$ cat config.mk
export PLATFORM = sky130hd
export DESIGN_NAME = ram_arbiter_flat
export DESIGN_NICKNAME = d
export VERILOG_FILES = /design/src/rtl/arb_pkg.sv /design/src/rtl/ram_arbiter_if.sv /design/src/rtl/arb_pick2.sv /design/src/rtl/ram_arbiter.sv /design/src/flat_wrapper.sv
export SDC_FILE = /design/constraint.sdc
export NUM_CORES = 1
export LEC_CHECK = 0
export CAP_MARGIN = 20
export CORE_AREA = 2 2 50 87
export DETAILED_ROUTE_END_ITERATION = 16
export DIE_AREA = 0 0 52 89
export PLACE_DENSITY = 0.76
export SYNTH_ARGS = -nofsm -noshare
export SYNTH_HDL_FRONTEND = slang
export SYNTH_HIERARCHICAL = 1
export SYNTH_SLANG_ARGS = --single-unit
$ cat constraint.sdc
create_clock -name clk -period 2 [get_ports clk]
set_input_delay 0.2 -clock clk [delete_from_list [all_inputs] [get_ports clk]]
set_output_delay 0.2 -clock clk [all_outputs]
set_load 0.01 [all_outputs]
$ cat src/rtl/arb_pkg.sv
// rtl/arb_pkg.sv - shared types and constants for the RAM arbiter
package arb_pkg;

  typedef enum logic [1:0] {
    IDLE,
    ISSUE,
    CAPTURE
  } arb_state_t;

  typedef enum logic {
    REQ_CORE,
    REQ_HOST
  } req_id_t;

  localparam int NUM_REQ = 2;

endpackage

$ cat src/rtl/ram_arbiter_if.sv
// rtl/ram_arbiter_if.sv - requester, lock and RAM-side signal bundle for ram_arbiter
interface ram_arbiter_if #(
  parameter int word_width = 8,
  parameter int addr_width = 3
);

  logic                  core_req;
  logic                  core_we;
  logic [addr_width-1:0] core_addr;
  logic [word_width-1:0] core_wdata;
  logic                  core_ack;
  logic [word_width-1:0] core_rdata;

  logic                  host_req;
  logic                  host_we;
  logic [addr_width-1:0] host_addr;
  logic [word_width-1:0] host_wdata;
  logic                  host_lock;
  logic                  host_ack;
  logic [word_width-1:0] host_rdata;
  logic                  host_owns;

  logic                  ram_en;
  logic                  ram_we;
  logic [addr_width-1:0] ram_addr;
  logic [word_width-1:0] ram_wdata;
  logic [word_width-1:0] ram_rdata;

  // Arbiter side.
  modport slave (
    input  core_req, core_we, core_addr, core_wdata,
    output core_ack, core_rdata,
    input  host_req, host_we, host_addr, host_wdata, host_lock,
    output host_ack, host_rdata, host_owns,
    output ram_en, ram_we, ram_addr, ram_wdata,
    input  ram_rdata
  );

  // Requesters plus the RAM macro.
  modport master (
    output core_req, core_we, core_addr, core_wdata,
    input  core_ack, core_rdata,
    output host_req, host_we, host_addr, host_wdata, host_lock,
    input  host_ack, host_rdata, host_owns,
    input  ram_en, ram_we, ram_addr, ram_wdata,
    output ram_rdata
  );

endinterface

$ cat src/rtl/arb_pick2.sv
// rtl/arb_pick2.sv - two-way winner selection; ARB_ROUND_ROBIN_EN selects round-robin over host-first priority
module arb_pick2
  import arb_pkg::*;
(
  input  logic [NUM_REQ-1:0] i_eligible,
  input  req_id_t            i_last_grant,
  output logic               o_grant,
  output req_id_t            o_winner
);

`ifndef ARB_ROUND_ROBIN_EN
  // Fixed priority never looks at history.
  logic w_unused_last_grant;
  assign w_unused_last_grant = i_last_grant;
`endif

  // Bit 1 is the host, bit 0 the core; contention is the only case that needs a policy.
  always_comb begin
    o_grant  = |i_eligible;
    o_winner = REQ_CORE;
    if (i_eligible == 2'b11) begin
`ifdef ARB_ROUND_ROBIN_EN
      o_winner = (i_last_grant == REQ_HOST) ? REQ_CORE : REQ_HOST;
`else
      o_winner = REQ_HOST;
`endif
    end else if (i_eligible[1]) begin
      o_winner = REQ_HOST;
    end
  end

endmodule

$ cat src/rtl/ram_arbiter.sv
// rtl/ram_arbiter.sv - core/host single-port RAM arbiter with host lock; ARB_ROUND_ROBIN_EN enables round-robin
module ram_arbiter
  import arb_pkg::*;
#(
  parameter int word_width = 8,
  parameter int addr_width = 3
) (
  input logic          clk,
  input logic          reset,
  ram_arbiter_if.slave bus
);

  arb_state_t            r_state;
  arb_state_t            w_next_state;
  req_id_t               r_id;
  logic                  r_we;
  logic                  r_ram_en;
  logic                  r_ram_we;
  logic [addr_width-1:0] r_ram_addr;
  logic [word_width-1:0] r_ram_wdata;
  logic                  r_core_ack;
  logic                  r_host_ack;
  logic [word_width-1:0] r_core_rdata;
  logic [word_width-1:0] r_host_rdata;
  logic                  r_host_owns;

  req_id_t               w_last_grant;
  logic [NUM_REQ-1:0]    w_eligible;
  logic                  w_grant;
  req_id_t               w_winner;
  logic                  w_sel_we;
  logic [addr_width-1:0] w_sel_addr;
  logic [word_width-1:0] w_sel_wdata;
  logic [word_width-1:0] w_result;

`ifdef ARB_ROUND_ROBIN_EN
  req_id_t r_last_grant;

  // Remember who completed last so contention alternates; reset leaves the host favoured.
  always_ff @(posedge clk) begin
    if (reset) begin
      r_last_grant <= REQ_CORE;
    end else if (r_state == CAPTURE) begin
      r_last_grant <= r_id;
    end
  end

  assign w_last_grant = r_last_grant;
`else
  assign w_last_grant = REQ_CORE;
`endif

  // Eligibility only matters in IDLE; a requester is masked in its own ack cycle and the
  // core is shut out as soon as the lock is seen, which is also when host_owns is loaded.
  always_comb begin
    w_eligible = '0;
    if (r_state == IDLE) begin
      w_eligible[1] = bus.host_req & ~r_host_ack;
      w_eligible[0] = bus.core_req & ~r_core_ack & ~bus.host_lock;
    end
  end

  arb_pick2 u_pick (
    .i_eligible   (w_eligible),
    .i_last_grant (w_last_grant),
    .o_grant      (w_grant),
    .o_winner     (w_winner)
  );

  // Winner's request fields, and the word returned to it at completion.
  always_comb begin
    w_sel_we    = bus.core_we;
    w_sel_addr  = bus.core_addr;
    w_sel_wdata = bus.core_wdata;
    if (w_winner == REQ_HOST) begin
      w_sel_we    = bus.host_we;
      w_sel_addr  = bus.host_addr;
      w_sel_wdata = bus.host_wdata;
    end
    w_result = r_we ? r_ram_wdata : bus.ram_rdata;
  end

  // Transaction sequencing: every access takes IDLE -> ISSUE -> CAPTURE.
  always_comb begin
    w_next_state = r_state;
    case (r_state)
      IDLE:    if (w_grant) w_next_state = ISSUE;
      ISSUE:   w_next_state = CAPTURE;
      CAPTURE: w_next_state = IDLE;
      default: w_next_state = IDLE;
    endcase
  end

  // State register.
  always_ff @(posedge clk) begin
    if (reset) begin
      r_state <= IDLE;
    end else begin
      r_state <= w_next_state;
    end
  end

  // Latch the granted access, drive the RAM strobe for one cycle, then return data and ack.
  always_ff @(posedge clk) begin
    if (reset) begin
      r_id         <= REQ_CORE;
      r_we         <= 1'b0;
      r_ram_en     <= 1'b0;
      r_ram_we     <= 1'b0;
      r_ram_addr   <= '0;
      r_ram_wdata  <= '0;
      r_core_ack   <= 1'b0;
      r_host_ack   <= 1'b0;
      r_core_rdata <= '0;
      r_host_rdata <= '0;
      r_host_owns  <= 1'b0;
    end else begin
      r_core_ack <= 1'b0;
      r_host_ack <= 1'b0;
      case (r_state)
        IDLE: begin
          r_host_owns <= bus.host_lock;
          if (w_grant) begin
            r_id        <= w_winner;
            r_we        <= w_sel_we;
            r_ram_en    <= 1'b1;
            r_ram_we    <= w_sel_we;
            r_ram_addr  <= w_sel_addr;
            r_ram_wdata <= w_sel_wdata;
          end
        end
        ISSUE: begin
          r_ram_en <= 1'b0;
          r_ram_we <= 1'b0;
        end
        CAPTURE: begin
          if (r_id == REQ_HOST) begin
            r_host_ack   <= 1'b1;
            r_host_rdata <= w_result;
          end else begin
            r_core_ack   <= 1'b1;
            r_core_rdata <= w_result;
          end
        end
        default: begin
          r_ram_en <= 1'b0;
        end
      endcase
    end
  end

  assign bus.ram_en     = r_ram_en;
  assign bus.ram_we     = r_ram_we;
  assign bus.ram_addr   = r_ram_addr;
  assign bus.ram_wdata  = r_ram_wdata;
  assign bus.core_ack   = r_core_ack;
  assign bus.core_rdata = r_core_rdata;
  assign bus.host_ack   = r_host_ack;
  assign bus.host_rdata = r_host_rdata;
  assign bus.host_owns  = r_host_owns;

endmodule

$ cat src/flat_wrapper.sv
// flat-port wrapper written by rule: the top's interface ports become plain ports
module ram_arbiter_flat import arb_pkg::*;
#(
  parameter int word_width = 8,
  parameter int addr_width = 3
)
  (clk, reset, bus_core_req, bus_core_we, bus_core_addr, bus_core_wdata, bus_core_ack, bus_core_rdata, bus_host_req, bus_host_we, bus_host_addr, bus_host_wdata, bus_host_lock, bus_host_ack, bus_host_rdata, bus_host_owns, bus_ram_en, bus_ram_we, bus_ram_addr, bus_ram_wdata, bus_ram_rdata);
  ram_arbiter_if #(.word_width(word_width), .addr_width(addr_width)) bus_i ();
  input logic clk;
  input logic reset;
  input wire logic [$bits(bus_i.core_req)-1:0] bus_core_req;
  input wire logic [$bits(bus_i.core_we)-1:0] bus_core_we;
  input wire logic [$bits(bus_i.core_addr)-1:0] bus_core_addr;
  input wire logic [$bits(bus_i.core_wdata)-1:0] bus_core_wdata;
  output wire logic [$bits(bus_i.core_ack)-1:0] bus_core_ack;
  output wire logic [$bits(bus_i.core_rdata)-1:0] bus_core_rdata;
  input wire logic [$bits(bus_i.host_req)-1:0] bus_host_req;
  input wire logic [$bits(bus_i.host_we)-1:0] bus_host_we;
  input wire logic [$bits(bus_i.host_addr)-1:0] bus_host_addr;
  input wire logic [$bits(bus_i.host_wdata)-1:0] bus_host_wdata;
  input wire logic [$bits(bus_i.host_lock)-1:0] bus_host_lock;
  output wire logic [$bits(bus_i.host_ack)-1:0] bus_host_ack;
  output wire logic [$bits(bus_i.host_rdata)-1:0] bus_host_rdata;
  output wire logic [$bits(bus_i.host_owns)-1:0] bus_host_owns;
  output wire logic [$bits(bus_i.ram_en)-1:0] bus_ram_en;
  output wire logic [$bits(bus_i.ram_we)-1:0] bus_ram_we;
  output wire logic [$bits(bus_i.ram_addr)-1:0] bus_ram_addr;
  output wire logic [$bits(bus_i.ram_wdata)-1:0] bus_ram_wdata;
  input wire logic [$bits(bus_i.ram_rdata)-1:0] bus_ram_rdata;
  assign bus_i.core_req = bus_core_req;
  assign bus_i.core_we = bus_core_we;
  assign bus_i.core_addr = bus_core_addr;
  assign bus_i.core_wdata = bus_core_wdata;
  assign bus_core_ack = bus_i.core_ack;
  assign bus_core_rdata = bus_i.core_rdata;
  assign bus_i.host_req = bus_host_req;
  assign bus_i.host_we = bus_host_we;
  assign bus_i.host_addr = bus_host_addr;
  assign bus_i.host_wdata = bus_host_wdata;
  assign bus_i.host_lock = bus_host_lock;
  assign bus_host_ack = bus_i.host_ack;
  assign bus_host_rdata = bus_i.host_rdata;
  assign bus_host_owns = bus_i.host_owns;
  assign bus_ram_en = bus_i.ram_en;
  assign bus_ram_we = bus_i.ram_we;
  assign bus_ram_addr = bus_i.ram_addr;
  assign bus_ram_wdata = bus_i.ram_wdata;
  assign bus_i.ram_rdata = bus_ram_rdata;
  ram_arbiter #(.word_width(word_width), .addr_width(addr_width)) u_core (.clk(clk), .reset(reset), .bus(bus_i));
endmodule
; After elaboration in Yosys (flattened, before gate mapping)
; Cells that the tools add are included.
[totals]
register_bits = 36
latchBits = 0
mem_bits_rw = 0
rom_bits = 0
in_bits = 37
out_inout_bits = 32
elab_cells = 48
n_memories = 0
[op_classes]
addsub = 0
multipliers = 0
div = 0
order_cmp = 0
eq_ne = 4
n_shift = 0
n_mux = 15
bitwise = 8
n_reduce_logical = 9
[ops]
columns = cell, n
row1 = 8-bit 2-to-1 mux, 2
row2 = 2-bit AND reduction, 5
row3 = 1-bit 2-to-1 mux, 7
row4 = 1-bit inverter, 5
row5 = "2-bit equality test, second input constant", 2
row6 = 2-bit 2-to-1 mux, 2
row7 = 1-bit one-hot mux with 2 select lines, 2
row8 = 2-bit one-hot mux with 2 select lines, 1
row9 = 2-bit OR reduction, 2
row10 = 1-bit AND, 3
row11 = 3-bit 2-to-1 mux, 1
row12 = "2-bit by 1-bit equality test with 1-bit output, second input constant", 1
row13 = 2-bit zero test, 1
row14 = "2-bit != test, second input constant", 1
row15 = 2-bit nonzero test, 1

; Depth between registers and ports, before layout
[logic_depth]
depth_word = 9
depth_mapped = 8
mapped_depth_nobuf = 6

; Modules after synthesis
; The synthesis kept the hierarchy.
[modules_own_cells]
columns = mod, instances, cells_each, area_per_inst_um2, seq_area_each_um2
row1 = ram_arbiter, 1, 151, 1547.7, 720.7
row2 = arb_pick2, 1, 2, 10.0, 0.0

; Worst setup path after synthesis
; OpenSTA, ideal clock, no wires.
[synth_path]
kind = register to register
startpoint = register u_core.r_state[1]
endpoint = register u_core.r_ram_wdata[4] (netlist: u_core/bus.ram_wdata[4])
setup_ps = 80
t_arrival_ps = 1605
required_time_ps = 1920
path_slack_ps = 315
stages_incl_launch_ff = 8
path_buffers = 2
period_less_slack_ps = 1685
path_cell_list = dfxtp_1 > buf_6 > nor4b_1 > or2_1 > nor3b_4 > buf_6 > nor2_1 > a211oi_2
[synth_between]
word_cells_on_any_way = 8
classes_between = eq/ne: 1 / mux: 4 / reduce/logical: 3
[synth_rtl]
columns = element, line_no
row1 = from (decl), ram_arbiter.sv:13  ; arb_state_t r_state;
row2 = from (signal assigned), ram_arbiter.sv:99  ; r_state <= w_next_state;
row3 = 2-bit zero test, ram_arbiter.sv:57  ; if (r_state == IDLE) begin
row4 = 2-bit 2-to-1 mux, ram_arbiter.sv:57
row5 = via u_core.w_eligible[1], ram_arbiter.sv:28  ; logic [NUM_REQ-1:0] w_eligible;
row6 = 2-bit OR reduction, arb_pick2.sv:19  ; o_grant = |i_eligible;
row7 = via u_core.w_grant, ram_arbiter.sv:29  ; logic w_grant;
row8 = 2-bit AND reduction (no source line), -
row9 = to (signal assigned), ram_arbiter.sv:129  ; r_ram_wdata <= w_sel_wdata;
row10 = to (decl), ram_arbiter.sv:20  ; logic [word_width-1:0] r_ram_wdata;
; The timed path passes the listed nets, and every way through them passes these cells.
; A chain may end at the register's enable or synchronous reset.

; Final worst setup path
[layout_path]
startpoint = register u_core.r_state[1]
endpoint = register u_core.r_ram_wdata[6] (netlist: u_core/bus.ram_wdata[6])
; The elaborated chain is that of the path after synthesis.

==> impl_metrics.json <==
{
  "ios": 69,
  "drv_cap": 0,
  "post_cts_buffers": 0,
  "cts_max_path_buffers": 2,
  "dpl.hpwl_mm": 2.62,
  "die-area_um2": 4630,
  "p_sw_mw": 0.510,
  "die_w_um": 52,
  "via_per_inst": 4.84,
  "grt_use_total": 0.160,
  "power.density_nw_per_um2": 821,
  "cts_tree": "yes",
  "met1_length_mm": 1.39,
  "crit_family": "simple AND/OR/NAND/NOR gates",
  "drive_above_1_share": 0.119,
  "io_buffer_count": 68,
  "path_max_fanout": 26,
  "netlist_instances": 152,
  "layout_worst_path_cycle_share": 0.828,
  "dr.pass1.iters": 4,
  "status": "finished clean",
  "worstPathCellList": "nor4b_2, or2_1, nor3b_4, buf_12, nor2_1, a211oi_2",
  "peakVddDrop_mv": 0.912,
  "r2r_cells": 6,
  "hold_viol_final": 0,
  "rsz0062_at_grt": "no",
  "p_seq_frac": 0.431,
  "crit_cells": 6,
  "synth_nets": 189,
  "die_h_um": 89,
  "cts_sinks": 36,
  "ff2ff_setup_slack_ns": 0.34,
  "timing.fmax_mhz": 604,
  "grt.overflow.total": 0,
  "finish.net_count": 255,
  "p_sw_frac": 0.263,
  "top_layer": "met4",
  "htreeDepth": 2,
  "cellInternalPower_mw": 1.43,
  "worst_setup_path_start_kind": "flip-flop",
  "grt_pass1_wl_mm": 5.44,
  "vias": 1291,
  "core_area_um2": 3870,
  "end_kind": "flip-flop",
  "hold_depth": 3,
  "setup-violations-final": 0,
  "clkPwrFrac": 0.319,
  "power_leakage_nw": 0.837,
  "route.met3.wl_um": 132,
  "worst_pin_slew_ns": 0.539,
  "slowest_stage": "dfxtp_1",
  "power_frac_comb": 0.249,
  "worstSetupPathType": "reg2reg",
  "gp_congestion": 0.750,
  "finalClockSkew_ns": 0.00599,
  "antenna_found_initial": 0,
  "clk_pin_slew_ns": 0.07,
  "drt_iter0_drc": 15,
  "fin_cells": 267,
  "critPathRequiredTime_ns": 2.20,
  "route.detailed.drc": 0,
  "slew_headroom": 0.640,
  "crit_arrival_ns": 1.86,
  "placementRows": 30,
  "syn_avg_cell_area_um2": 10.2,
  "worstHoldPathType": "in2reg",
  "cts_resized": 0,
  "slew_viol_final": 0,
  "whs_ns": 0.492,
  "hold_buffers": 0,
  "initial_core_util": 0.402,
  "crit_buf_inv": 1,
  "ant_nets": 0,
  "met2_length_mm": 1.87,
  "n_antenna_cell": 0,
  "fin_crit_ns": 1.66,
  "cts_made_buffers": 5,
  "syn_area_um2": 1550,
  "place_inst": 259,
  "areaGrowthSynthToFinish_pct": 51.9,
  "cpPeakStageDelay_ns": 0.36,
  "grt_max_degree": 37,
  "yosysWarnings": 6,
  "clk_latency_ns": 0.29,
  "grt_pass1_vias": 1216,
  "finalSetupTns_ns": 0,
  "detail_route.wirelength_mm": 3.51,
  "wire_per_inst_um": 13.1,
  "cts_root_buf": "clkbuf_8"
}
[worst register-to-register path: cells and delay by family, from the launching register on]
family	cells	cell delay [ns]
buffers and inverters	1	0.20
DFF	1	0.36
and+or+nand+nor	4	0.80
AOI/OAI and AO/OA	1	0.21
[cells in the final DEF (no fill, tap or decap), drive strengths merged, types with 2 or more instances in the layout]
cell type and instances:
clkdlybuf4s50 68, dfxtp 36, nor2 31, a211oi 27
mux2i 20, clkbuf 6, buf 6, a21oi 4
nor3b 4, nand2 2, nand2b 2, nor3 2
o21ai 2
[metrics by stage]
step	util	area [µm²]	power, mW	setup slack (ns)
after floorplan	-	1550	1.11	0.315
after global placement	0.583	2250	1.33	0.167
after detailed placement	0.583	2250	1.34	0.155
after CTS	0.611	2360	1.96	0.335
after global routing	0.611	2360	2.03	0.259
final	0.611	2360	1.94	0.345
[layout make-up]
cell class | instances | area, µm²
fill | 328 | 1510
timing repair buffer | 74 | 738
multi-input combinational | 100 | 731
sequential | 36 | 721
clock buffer | 6 | 72.6
tap | 48 | 60.1
clock inverter | 2 | 35.0
inverter | 1 | 3.75
[registers in the layout, indices dropped and copies added, names as in the netlist]
signal and flops:
u_core/bus.core_ack 1, u_core/bus.core_rdata 8, u_core/bus.host_ack 1, u_core/bus.host_owns 1, u_core/bus.host_rdata 8, u_core/bus.ram_addr 3, u_core/bus.ram_en 1, u_core/bus.ram_wdata 8
u_core/bus.ram_we 1, u_core/r_id 1, u_core/r_state 2, u_core/r_we 1
[power by group through the flow]
| stage | clock network [mW] | logic, mW | registers, mW |
|---|---|---|---|
| after floorplan | 0 | 0.254 | 0.859 |
| after global placement | 0 | 0.479 | 0.852 |
| after detailed placement | 0 | 0.486 | 0.853 |
| after CTS | 0.630 | 0.488 | 0.838 |
| after global routing | 0.660 | 0.523 | 0.845 |
| final | 0.619 | 0.483 | 0.837 |
[metal layers]
metal / global-route usage / vias to the layer above
met2: 0.273 / 41
met5: 0 / -
li1: - / 672
met1: 0.176 / 569
met3: 0.0401 / 9
met4: 0.0933 / 0
[final timing paths]
kind | startpoint | end
setup / recovery | u_core/r_state[1] | u_core/bus.ram_wdata[6]
hold / removal | bus_host_lock | u_core/bus.host_owns
setup reg to reg | u_core/r_state[1] | u_core/bus.ram_wdata[6]
hold reg to reg | u_core/bus.host_owns | u_core/bus.host_owns
Power figures use the tool's default switching activity.
